### src/rtl/i2s_audio_tx_pkg.sv
// rtl/i2s_audio_tx_pkg.sv - shared constants, types and slot helpers for the I2S transmitter
package i2s_audio_tx_pkg;

  localparam int I2S_FRAME_BITS  = 64;
  localparam int I2S_SLOT_BITS   = 32;
  localparam int I2S_SAMPLE_BITS = 16;

  // Word-select levels as seen by the DAC.
  typedef enum logic {
    LRCK_LEFT  = 1'b0,
    LRCK_RIGHT = 1'b1
  } lrck_e;

  typedef logic [I2S_SAMPLE_BITS-1:0]        sample_t;
  typedef logic [$clog2(I2S_FRAME_BITS)-1:0] bit_idx_t;

  // Offset-binary to two's complement is just an MSB flip; signed input passes through.
  function automatic sample_t to_twos(input sample_t s, input logic is_signed);
    sample_t w;
    w = s;
    if (!is_signed) begin
      w[I2S_SAMPLE_BITS-1] = ~s[I2S_SAMPLE_BITS-1];
    end
    return w;
  endfunction

  // Serial bit for a frame position: one-BCK I2S delay, MSB first, zero padding
  // after the sample in each 32-bit slot.
  function automatic logic slot_bit(input bit_idx_t cnt, input sample_t l, input sample_t r);
    logic [3:0] l_idx;
    logic [3:0] r_idx;
    logic       b;
    l_idx = 4'(bit_idx_t'(I2S_SAMPLE_BITS) - cnt);
    r_idx = 4'(bit_idx_t'(I2S_SLOT_BITS + I2S_SAMPLE_BITS) - cnt);
    b     = 1'b0;
    if (cnt >= bit_idx_t'(1) && cnt <= bit_idx_t'(I2S_SAMPLE_BITS)) begin
      b = l[l_idx];
    end else if (cnt >= bit_idx_t'(I2S_SLOT_BITS + 1) &&
                 cnt <= bit_idx_t'(I2S_SLOT_BITS + I2S_SAMPLE_BITS)) begin
      b = r[r_idx];
    end
    return b;
  endfunction

endpackage

### src/rtl/i2s_audio_tx_bck_gen.sv
// rtl/i2s_audio_tx_bck_gen.sv - bit-clock divider with one-cycle rise/fall enables
module i2s_bck_gen #(
  parameter int BCK_HALF_DIV = 9
) (
  input  logic clk,
  input  logic rst_n,
  input  logic ena,
  output logic bck,
  output logic bck_rise,
  output logic bck_fall
);

  logic [7:0] div_cnt;
  logic       wrap;

  assign wrap     = (div_cnt == 8'(BCK_HALF_DIV - 1));
  // Enables flag the cycle whose clock edge flips bck, so downstream
  // registers update together with the edge itself.
  assign bck_rise = wrap & ~bck;
  assign bck_fall = wrap & bck;

  // Half-period counter; bck toggles every time the counter wraps.
  always_ff @(posedge clk or negedge rst_n) begin
    if (!rst_n) begin
      div_cnt <= '0;
      bck     <= 1'b0;
    end else if (!ena) begin
      div_cnt <= '0;
      bck     <= 1'b0;
    end else begin
      div_cnt <= wrap ? '0 : div_cnt + 8'd1;
      if (wrap) begin
        bck <= ~bck;
      end
    end
  end

endmodule

### src/rtl/i2s_audio_tx.sv
// rtl/i2s_audio_tx.sv - stereo 16-bit I2S serializer with frame latch and mute
module i2s_audio_tx
  import i2s_audio_tx_pkg::*;
#(
  parameter int BCK_HALF_DIV = 9,
  parameter int SIGNED_IN    = 0
) (
  input  logic        CLK,
  input  logic        N_RESET,
  input  logic        ENA,
  input  logic        MUTE,
  input  logic [15:0] L_IN,
  input  logic [15:0] R_IN,
  output logic        I2S_BCK,
  output logic        I2S_LRCK,
  output logic        I2S_DATA,
  output logic        SAMPLE_REQ
);

  logic     bck_rise;
  logic     bck_fall;
  logic     armed;
  logic     fall_evt;
  logic     frame_wrap;
  bit_idx_t bit_cnt;
  bit_idx_t bit_cnt_nxt;
  sample_t  l_lat;
  sample_t  r_lat;
  sample_t  l_cap;
  sample_t  r_cap;

  i2s_bck_gen #(
    .BCK_HALF_DIV(BCK_HALF_DIV)
  ) u_bck_gen (
    .clk     (CLK),
    .rst_n   (N_RESET),
    .ena     (ENA),
    .bck     (I2S_BCK),
    .bck_rise(bck_rise),
    .bck_fall(bck_fall)
  );

  assign bit_cnt_nxt = bit_cnt + bit_idx_t'(1);
  assign frame_wrap  = (bit_cnt == bit_idx_t'(I2S_FRAME_BITS - 1));
  assign fall_evt    = bck_fall & armed;

  // Words offered for capture: converted to two's complement, or forced to zero when muted.
  always_comb begin
    l_cap = to_twos(L_IN, SIGNED_IN != 0);
    r_cap = to_twos(R_IN, SIGNED_IN != 0);
    if (MUTE) begin
      l_cap = '0;
      r_cap = '0;
    end
  end

  // A fall is acted on only after this block has seen the matching rise.
  always_ff @(posedge CLK or negedge N_RESET) begin
    if (!N_RESET) begin
      armed <= 1'b0;
    end else if (!ENA) begin
      armed <= 1'b0;
    end else if (bck_rise) begin
      armed <= 1'b1;
    end else if (fall_evt) begin
      armed <= 1'b0;
    end
  end

  // Frame position advances on every BCK fall; LRCK follows the slot half.
  always_ff @(posedge CLK or negedge N_RESET) begin
    if (!N_RESET) begin
      bit_cnt  <= bit_idx_t'(I2S_FRAME_BITS - 1);
      I2S_LRCK <= LRCK_RIGHT;
    end else if (!ENA) begin
      bit_cnt  <= bit_idx_t'(I2S_FRAME_BITS - 1);
      I2S_LRCK <= LRCK_RIGHT;
    end else if (fall_evt) begin
      bit_cnt  <= bit_cnt_nxt;
      I2S_LRCK <= bit_cnt_nxt[5];
    end
  end

  // Samples are captured once per frame, at the fall that wraps the frame position.
  always_ff @(posedge CLK or negedge N_RESET) begin
    if (!N_RESET) begin
      l_lat <= '0;
      r_lat <= '0;
    end else if (!ENA) begin
      l_lat <= '0;
      r_lat <= '0;
    end else if (fall_evt && frame_wrap) begin
      l_lat <= l_cap;
      r_lat <= r_cap;
    end
  end

  // Serial data and the capture strobe; position 0 always carries a zero,
  // so the word latched on the same edge is never needed yet.
  always_ff @(posedge CLK or negedge N_RESET) begin
    if (!N_RESET) begin
      I2S_DATA   <= 1'b0;
      SAMPLE_REQ <= 1'b0;
    end else if (!ENA) begin
      I2S_DATA   <= 1'b0;
      SAMPLE_REQ <= 1'b0;
    end else begin
      SAMPLE_REQ <= fall_evt & frame_wrap;
      if (fall_evt) begin
        I2S_DATA <= slot_bit(bit_cnt_nxt, l_lat, r_lat);
      end
    end
  end

endmodule

### config.mk
export PLATFORM = sky130hd
export DESIGN_NAME = i2s_audio_tx
export DESIGN_NICKNAME = d
export VERILOG_FILES = /design/src/rtl/i2s_audio_tx_pkg.sv /design/src/rtl/i2s_audio_tx_bck_gen.sv /design/src/rtl/i2s_audio_tx.sv
export SDC_FILE = /design/constraint.sdc
export NUM_CORES = 1
export LEC_CHECK = 0
export BUFFER_PORTS_ARGS = -buffer_cell sky130_fd_sc_hd__clkbuf_2
export CAP_MARGIN = 0
export CELL_PAD_IN_SITES_DETAIL_PLACEMENT = 0
export CELL_PAD_IN_SITES_GLOBAL_PLACEMENT = 1
export CORE_ASPECT_RATIO = 1.2
export CORE_UTILIZATION = 45
export CTS_CLUSTER_DIAMETER = 200
export DETAILED_ROUTE_END_ITERATION = 12
export GPL_TIMING_DRIVEN = 0
export PLACE_DENSITY_LB_ADDON = 0.1
export SYNTH_ARGS = -nofsm -noshare
export SYNTH_HDL_FRONTEND = slang
export SYNTH_SLANG_ARGS = --single-unit
### constraint.sdc
create_clock -name CLK -period 3.3 [get_ports CLK]
set_clock_uncertainty 0.15 [all_clocks]
set_input_delay 0.33 -clock CLK [delete_from_list [all_inputs] [get_ports CLK]]
set_output_delay 0.33 -clock CLK [all_outputs]
set_load 0.02 [all_outputs]
==> impl_metrics.ini, run 1 <==
[critical_path]
timing.rr.start = bit_cnt[0]
slowest_delay_ns = 0.58
path_class = register to register
cp-start-kind = register
cp_max_fo = 10
slowest_stage = mux4_1
cp_data_arrival_time_ns = 2.83
critPathLaunch = bit_cnt[0]
worstPathRequired_ns = 3.35
path_cells = buf_6 > inv_1 > ha_1 > buf_6 > mux4_1 > mux4_2 > mux2i_1 > o21ai_1
end_kind = register
path_common_cell = buf_6

[min_path]
min_from = L_IN[1]
hp-class = input pin to register

[clock_tree]
path_clk_slew_ns = 0.09
cts_inserted_buffers = 5
cts_tree = built
clock-root-buffer = clkbuf_8
cts-resized-gates = 0
cts_sinks = 50
h-tree-depth = 2
postCtsSetupBuffers = 0
cts_max_path_buffers = 2
insertion_delay_ns = 0.31

[floorplan]
initial_core_util = 0.4663
rows = 29
ios = 40
fp.dieH_um = 82.89
die_x_um = 69.41
coreArea_um2 = 5261
dieArea_um2 = 5753

[sta]
relSlewSlack = 0.5076
period_needed_ns = 2.779
rsz0062_at_grt = false
fmax_mhz = 359.8
setup_ws_ns = 0.5208
period_share = 0.8422
tns_ns = 0
setup_viol = 0
tightest_slew_ns = 0.7385
hold_viol = 0
slew_viol_final = 0

[drt]
first_pass_iters = 4
drt_drc_violations_left = 0
first_iter_violations = 39
vias = 1667
vias_per_cell = 5.613
wirelength_mm = 4.828
routedWlPerCell_um = 16.26
drtAntennaViolNets = 0

[grt]
grt_pass1_wl_mm = 8.397
grt_max_degree = 51
grt_use_total = 0.1865
grt_overflow = 0
grt_pass1_vias = 1771
antenna_found_initial = 0

[yosys]
netlist_instances = 186
syn_area_um2 = 2454
synth_top_area_share = 0.4488
async_reset_ff_frac = 1.000
seq_area_frac_synth = 0.5130
synth.area.top_cells = dfrtp_1 45%, a22o_1 11%, mux4_1 8.6%, dfstp_2 6.4%, buf_6 3.7%
syn_nets = 226
synth-edff-count = 0
yosys.area.top_type = dfrtp_1
ys.flop_type = dfrtp_1
ys_seq_elements = 50
yosysWarningCount = 0
synth.distinct_cells = 39
syn-mean-instance-area_um2 = 13.19

[cells_and_area]
drive_above_1_share = 0.3149
area_growth_pct = 17.39
fill_cells = 482
diodes = 0
nets = 274

[place]
place_ws_ns = 0.5294
dp_hpwl_mm = 3.471
portBuffers = 39
routabilityCongestion = 0.7791

[power_and_ir_drop]
irDropWorstVdd_v = 0.0002386
p_per_area_nw_per_um2 = 393.4
p_leak_nw = 1.425

[run_status]
status = finished, final reports clean

[job]
cap_violations = 0
registers in the layout, summed over array words and instances, names as in the netlist:
| register | flops |
|---|---|
| I2S_LRCK | 1 |
| I2S_DATA | 1 |
| l_lat | 16 |
| u_bck_gen.bck | 1 |
| r_lat | 16 |
| u_bck_gen.div_cnt | 8 |
| armed | 1 |
| bit_cnt | 5 |
| SAMPLE_REQ | 1 |
critical path, delay by kind of cell (launching register included):
kind	cells	cell delay [ns]
mux	3	1.21
compound gates	1	0.07
fa+ha+maj	1	0.31
buf+inv	3	0.40
flops	1	0.55
synth_stat cells, types with 2 or more instances:
master / instances
mux4_2: 2
o211ai_1: 2
ha_1: 4
a22o_1: 32
xor2_1: 5
dfrtp_1: 44
dfstp_2: 6
nand3_1: 5
clkbuf_1: 2
mux4_1: 8
xnor2_1: 7
inv_1: 7
and2_1: 3
buf_6: 8
nor2_1: 11
nand2_1: 14
and3_1: 3
a21oi_1: 2
kinds of logic (layout without fill, tap and decap cells):
family,count (synthesis),in the layout,share of synthesized area
AOI/OAI and AO/OA,43,43,0.1525
xor gates and xnor gates,12,12,0.04283
adders and majority gates,4,4,0.02040
buffers and inverters,18,67,0.05253
DFF,50,50,0.5130
muxes,11,11,0.1081
and+or+nand+nor,48,48,0.1107
layer usage:
metal	global-route usage	share of wire	vias up	routed length, um
met5	0	0	-	0
met4	0.08720	0.028	0	133
met3	0.04976	0.040	12	192
met2	0.2930	0.51	42	2454
met1	0.2404	0.42	827	2048
li1	-	-	786	-
area by class of cell:
class                   instances  area [um2]  area share
clock inverters                 1       30.03     0.01043
repair buffers                 41       232.7     0.08080
clock buffers                   7       86.33     0.02997
inverters                       7       26.28    0.009123
plain buffers                  11       102.6     0.03562
flip-flops and latches         50        1259      0.4370
multi-input cells             118        1066      0.3701
well taps                      62       77.57     0.02693
stage by stage:
| step | power (mW) | area (um2) | utilization | hold slack (ns) | std cells |
|---|---|---|---|---|---|
| final | 1.133 | 2880 | 0.5474 | 0.08121 | 297 |
| after global routing | 1.183 | 2880 | 0.5474 | 0.07421 | 297 |
| after CTS | 1.144 | 2843 | 0.5403 | 0.07619 | 295 |
| after detailed placement | 0.6898 | 2726 | 0.5182 | 0.3361 | 287 |
| after global placement | 0.6874 | 2726 | 0.5182 | 0.3238 | 287 |
| after floorplan | 0.6498 | 2454 | - | -0.1156 | 186 |
cells in the final DEF (no fill, tap or decap), types with 2 or more instances in the layout:
master,n
mux4_1,8
dfrtp_1,44
a21oi_1,2
clkbuf_1,3
nand3_1,5
clkbuf_2,40
nand2_1,14
clkbuf_8,6
buf_6,8
ha_1,4
o211ai_1,2
mux4_2,2
nor2_1,11
dfstp_2,6
inv_1,7
and2_1,3
xor2_1,5
a22o_1,32
xnor2_1,7
and3_1,3
final timing paths:
check | end | slack, ns | depth (start not counted)
max reg2reg | I2S_DATA | 0.52 | 8
min reg2reg | u_bck_gen.div_cnt[0] | 0.35 | 1
max in group asynchronous | bit_cnt[1] | 1.90 | 3
min in group asynchronous | u_bck_gen.div_cnt[3] | 0.45 | 2
min | l_lat[1] | 0.08 | 2
max | I2S_DATA | 0.52 | 8
power by group:
part | switching [mW] | leakage (nW) | internal, mW
combinational | 0.0343 | 0.691 | 0.0281
sequential | 0.00308 | 0.676 | 0.616
clock | 0.205 | 0.0585 | 0.247
total | 0.242 | 1.43 | 0.891
what timing repair did:
item                                    CTS  global route
endpoints found under the setup margin    0             0
hold endpoints to repair                  0            27
hold buffers                              0             1
No activity file was read; power rests on OpenSTA's default activity.
==> inputs of run 2 (changes only) <==
Settings changed: ABC_AREA set to 1, CORE_UTILIZATION 45 to 43.
Clock period 3.3 ns to 2.7 ns, I/O delays scaled along.
==> run 2 against run 1 <==
Clock power rose by 44%; first-iteration DRC count grew 120%; register-to-register slack worse by 0.24 ns; die area grew 25%.
==> impl_metrics.ini, run 2 <==
[floorplan]
ios = 40
rows = 32
fp.dieH_um = 92.80
initial_core_util = 0.4526
dieArea_um2 = 7207
die_x_um = 77.67
coreArea_um2 = 6526

[clock_tree]
cts-resized-gates = 0
clock-root-buffer = clkbuf_8
cts_max_path_buffers = 2
cts_tree = built
cts_inserted_buffers = 5
h-tree-depth = 2
cts_sinks = 50
path_clk_slew_ns = 0.09
insertion_delay_ns = 0.31

[cells_and_area]
final_common_cell = nand2_1
area_growth_pct = 16.05
reg_top3 = l_lat x16, r_lat x16, u_bck_gen.div_cnt x8
nets = 430
diodes = 0
drive_above_1_share = 0.3223
final_cell_mix = 81 x nand2_1, 44 x dfrtp_1, 38 x clkbuf_2

[sta]
period_needed_ns = 2.414
setup_ws_ns = 0.2856
rsz0062_at_grt = false
slew_viol_final = 0
fmax_mhz = 414.2
period_share = 0.8942
tns_ns = 0
relSlewSlack = 0.6071
tightest_slew_ns = 0.5894
hold_viol = 0
setup_viol = 0

[critical_path]
cp_max_fo = 8
regToRegSetupSlack_ns = 0.29
cp-start-kind = register
r2r_cells = 10
slowest_stage = dfstp_2
timing.rr.start = bit_cnt[0]
cp_data_arrival_time_ns = 2.47
path_common_cell = nand2_1
path_cells = inv_2 > ha_1 > xnor2_1 > nand2_1 > nand3_1 > nand3_1 > nand2_1 > nand2_1 > nand3_1 > nand2_1
slowest_delay_ns = 0.61
path_class = register to register
end_kind = register
r2r-end = I2S_DATA
worstPathRequired_ns = 2.76

[min_path]
hold_depth = 3
hold_path_end = l_lat[7]
min_from = L_IN[7]
hp-class = input pin to register

[yosys]
synth_common_cells = 81 x nand2_1, 44 x dfrtp_1, 36 x inv_1
syn-mean-instance-area_um2 = 8.638
synth.area.top_cells = dfrtp_1 37%, nand2_1 10%, nand3_2 10%, dfstp_2 5.3%, inv_1 4.6%
synth.distinct_cells = 36
synth-edff-count = 0
async_reset_ff_frac = 1.000
netlist_instances = 342
ys_seq_elements = 50
yosys.cell_count.top_type = nand2_1
synth_top_area_share = 0.3727
syn_nets = 382
yosysWarningCount = 0
syn_area_um2 = 2954
seq_area_frac_synth = 0.4261
yosys.area.top_type = dfrtp_1
ys.flop_type = dfrtp_1

[grt]
grt_pass1_wl_mm = 10.86
grt_use_total = 0.1959
grt_pass1_vias = 2302
antenna_found_initial = 0
grt_overflow = 0
grt_max_degree = 51

[drt]
vias_per_cell = 4.939
routedWlPerCell_um = 13.45
first_iter_violations = 85
vias = 2351
drt_drc_violations_left = 0
drtAntennaViolNets = 0
wirelength_mm = 6.403
first_pass_iters = 4

[power_and_ir_drop]
p_leak_nw = 1.779
irDropWorstVdd_v = 0.0002427
p_per_area_nw_per_um2 = 481.1

[run_status]
status = finished, final reports clean

[place]
place_ws_ns = 0.2718
dp_hpwl_mm = 4.750
routabilityCongestion = 0.8071
portBuffers = 39

[job]
cap_violations = 0
==> run 2: cell types whose count changed in the layout (fill, tap and decap cells not counted), sizes merged, moves of 4 or more <==
cell and delta:
a22o -32, a22oi +4, inv +35, mux4 -10
nand2 +70, nand3 +43, nor2 +23, o21ai +41
xnor2 -4
==> run 2: power breakdown <==
| group | internal (mW) | total, mW | switching (mW) |
|---|---|---|---|
| Combinational | 0.0829 | 0.236 | 0.153 |
| Sequential | 0.755 | 0.760 | 0.00533 |
| Clock | 0.395 | 0.653 | 0.258 |
| Total | 1.23 | 1.65 | 0.417 |
==> run 2: stage by stage <==
step	utilization	cells	power [mW]	hold WS [ns]	instance area, um2
4_1_cts	0.5207	474	1.665	0.01835	3398
3_5_place_dp	0.4989	466	1.008	0.3216	3256
2_1_floorplan	-	342	0.9218	-0.1756	2954
5_1_grt	0.5253	476	1.728	0.01168	3428
3_3_place_gp	0.4989	466	1.008	0.3078	3256
6_report	0.5253	476	1.649	0.02199	3428
==> run 2: critical path, delay by kind of cell, from the launching register on <==
kind,cells,cell delay (ns)
adder cells (fa/ha/maj),1,0.39
XOR/XNOR,1,0.48
buffers and inverters,1,0.11
AND/OR/NAND/NOR,7,0.57
flip-flops,1,0.61
==> run 2: cells by family after synthesis <==
family | count (synthesis) | share of synthesized area
fa+ha+maj | 4 | 0.01694
flops | 50 | 0.4261
xor+xnor | 5 | 0.01483
buf+inv | 55 | 0.1055
simple gates | 174 | 0.3215
compound gates | 54 | 0.1152
==> run 2: how the worst max path moves through the flow <==
stage,from,end
finish,bit_cnt[0],I2S_DATA
global route,bit_cnt[0],I2S_DATA
floorplan,bit_cnt[0],I2S_DATA
CTS,bit_cnt[0],I2S_DATA
detailed placement,bit_cnt[0],I2S_DATA
global placement,bit_cnt[0],I2S_DATA
==> run 2: routing by layer <==
layer | track usage | up-vias | routed length (um)
li1 | - | 1201 | -
met1 | 0.2589 | 1105 | 3078
met2 | 0.3289 | 41 | 3062
met3 | 0.03744 | 4 | 217
met4 | 0.04717 | 0 | 45
met5 | 0 | - | 0
==> run 2: layout make-up <==
class	count	area (um2)
Tap cell	85	106.4
Buffer	13	148.9
Clock buffer	6	82.58
Inverter	42	162.7
Multi-Input combinational cell	237	1384
Sequential cell	50	1259
Timing Repair Buffer	41	225.2
Fill cell	661	3098
Clock inverter	2	60.06
==> run 2: repair_timing <==
item                                   4_1_cts  5_1_grt
hold buffers                                 0        1
setup buffers                                0        0
endpoints found under the hold margin        0       24
==> inputs of run 3 (changes only) <==
Settings changed: CORE_ASPECT_RATIO 1.2 to 2, CORE_UTILIZATION 43 to 35.
Clock period 2.7 ns to 2.2 ns, I/O delays scaled along.
==> run 3 against run 2 <==
The flow now finishes with violations (hold timing); setup slack got worse by 0.15 ns; largest power group unchanged; sequential cell count did not move; critical path depth rose by 1; die area rose by 23%; cell count rose by 5.3%; register-to-register slack got worse by 0.15 ns.
==> impl_metrics.ini, run 3 (same netlist as run 2, synthesis figures left out) <==
[drt]
drtAntennaViolNets = 0
vias_per_cell = 4.752
first_pass_iters = 4
wirelength_mm = 7.585
first_iter_violations = 77
vias = 2381
drt_drc_violations_left = 0
routedWlPerCell_um = 15.14

[grt]
grt_pass1_wl_mm = 12.41
grt_use_total = 0.1945
grt_overflow = 0
grt_pass1_vias = 2480
grt_max_degree = 51
antenna_found_initial = 0

[sta]
holdWs_ns = -0.002665
relSlewSlack = 0.6468
setup_ws_ns = 0.1379
period_share = 0.9373
slew_viol_final = 0
tightest_slew_ns = 0.5298
period_needed_ns = 2.062
hold_viol = 1
rsz0062_at_grt = false
setup_viol = 0
fmax_mhz = 484.9

[clock_tree]
insertion_delay_ns = 0.30
clock-root-buffer = clkbuf_16
cts_tree = built
path_clk_slew_ns = 0.07
h-tree-depth = 2
cts_sinks = 50
cts_inserted_buffers = 5
cts_max_path_buffers = 2

[cells_and_area]
final_cell_mix = 79 x nand2_1, 44 x dfrtp_1, 38 x clkbuf_2
reg_top3 = l_lat x16, r_lat x16, u_bck_gen.div_cnt x8
final_common_cell = nand2_1
stdcell_area_um2 = 3606
fill_cells = 864
drive_above_1_share = 0.3275
nets = 442
area_growth_pct = 22.07
diodes = 0

[run_status]
violations = hold timing
status = finished, violations left

[critical_path]
timing.rr.start = bit_cnt[0]
cp_max_fo = 8
r2r-end = I2S_DATA
path_class = register to register
cp-start-kind = register
worstPathRequired_ns = 2.24
cp_data_arrival_time_ns = 2.10
end_kind = register
regToRegSetupSlack_ns = 0.14
r2r_cells = 11

[power_and_ir_drop]
irDropWorstVdd_v = 0.0004068
p_leak_nw = 1.838
p_per_area_nw_per_um2 = 572.2

[min_path]
hp-class = input pin to register
min_from = L_IN[8]
hold_path_end = l_lat[8]
hold_depth = 3

[floorplan]
ios = 40
rows = 47
fp.dieH_um = 131.9
initial_core_util = 0.3588
die_x_um = 66.96
coreArea_um2 = 8233
dieArea_um2 = 8834

[place]
post_dp_cell_area_um2 = 3272
portBuffers = 39
routabilityCongestion = 0.8144
dp_hpwl_mm = 5.817
place_ws_ns = -0.2557

[job]
cap_violations = 0
run 3: layout make-up:
class / instances / area (um2) / share of cell area
clock buffers: 7 / 142.6 / 0.03956
plain buffers: 13 / 148.9 / 0.04129
repair buffers: 53 / 342.8 / 0.09507
flip-flops and latches: 50 / 1259 / 0.3491
well taps: 98 / 122.6 / 0.03400
inverters: 42 / 162.7 / 0.04511
multi-input cells: 237 / 1423 / 0.3945
clock inverters: 1 / 5.005 / 0.001388
run 3: worst max path at each step:
stage / from / to / slack (ns) / cells past startpoint
2_1_floorplan: bit_cnt[0] / I2S_DATA / 0.13 / 10
3_3_place_gp: bit_cnt[0] / I2S_DATA / -0.30 / 10
3_5_place_dp: bit_cnt[0] / I2S_DATA / -0.26 / 10
4_1_cts: bit_cnt[0] / I2S_DATA / 0.08 / 12
5_1_grt: bit_cnt[0] / I2S_DATA / 0.001 / 12
6_report: bit_cnt[0] / I2S_DATA / 0.14 / 11
run 3: through the flow:
stage	setup TNS, ns	instances	total power [mW]	hold WS (ns)	utilization
final	0	501	2.064	-0.002665	0.4380
after floorplan	0	342	1.131	-0.2256	-
after global placement	-0.3045	479	1.245	0.2977	0.3974
after detailed placement	-0.2557	479	1.245	0.3002	0.3974
after global routing	0	501	2.163	0.002156	0.4380
after CTS	0	499	2.086	0.0001176	0.4337
run 3: critical path: stages, from the launching register on:
cell	delay (ns)
dfstp_2	0.58
inv_2	0.12
ha_4	0.34
nand2_2	0.14
nor2_1	0.13
nor2_1	0.06
nand2_1	0.09
nand3_1	0.08
nand2_1	0.08
nand2_1	0.05
nand3_1	0.09
nand2_1	0.05
run 3: layer usage:
layer | wire [um] | share of wire | GRT usage
met1 | 2728 | 0.36 | 0.1952
met2 | 4568 | 0.60 | 0.3765
met3 | 136 | 0.018 | 0.02682
met4 | 152 | 0.020 | 0.07565
met5 | 0 | 0 | 0
run 3: repair_timing:
action	4_1_cts	5_1_grt
endpoints found under the setup margin	1	1
endpoints found under the hold margin	11	15
resized for setup	6	2
hold buffers	11	1
setup buffers	1	0
run 3: power breakdown:
| part | total, mW | internal, mW | switching [mW] |
|---|---|---|---|
| sequential | 0.933 | 0.927 | 0.00572 |
| clock | 0.803 | 0.452 | 0.351 |
| combinational | 0.328 | 0.125 | 0.204 |
| total | 2.06 | 1.50 | 0.560 |
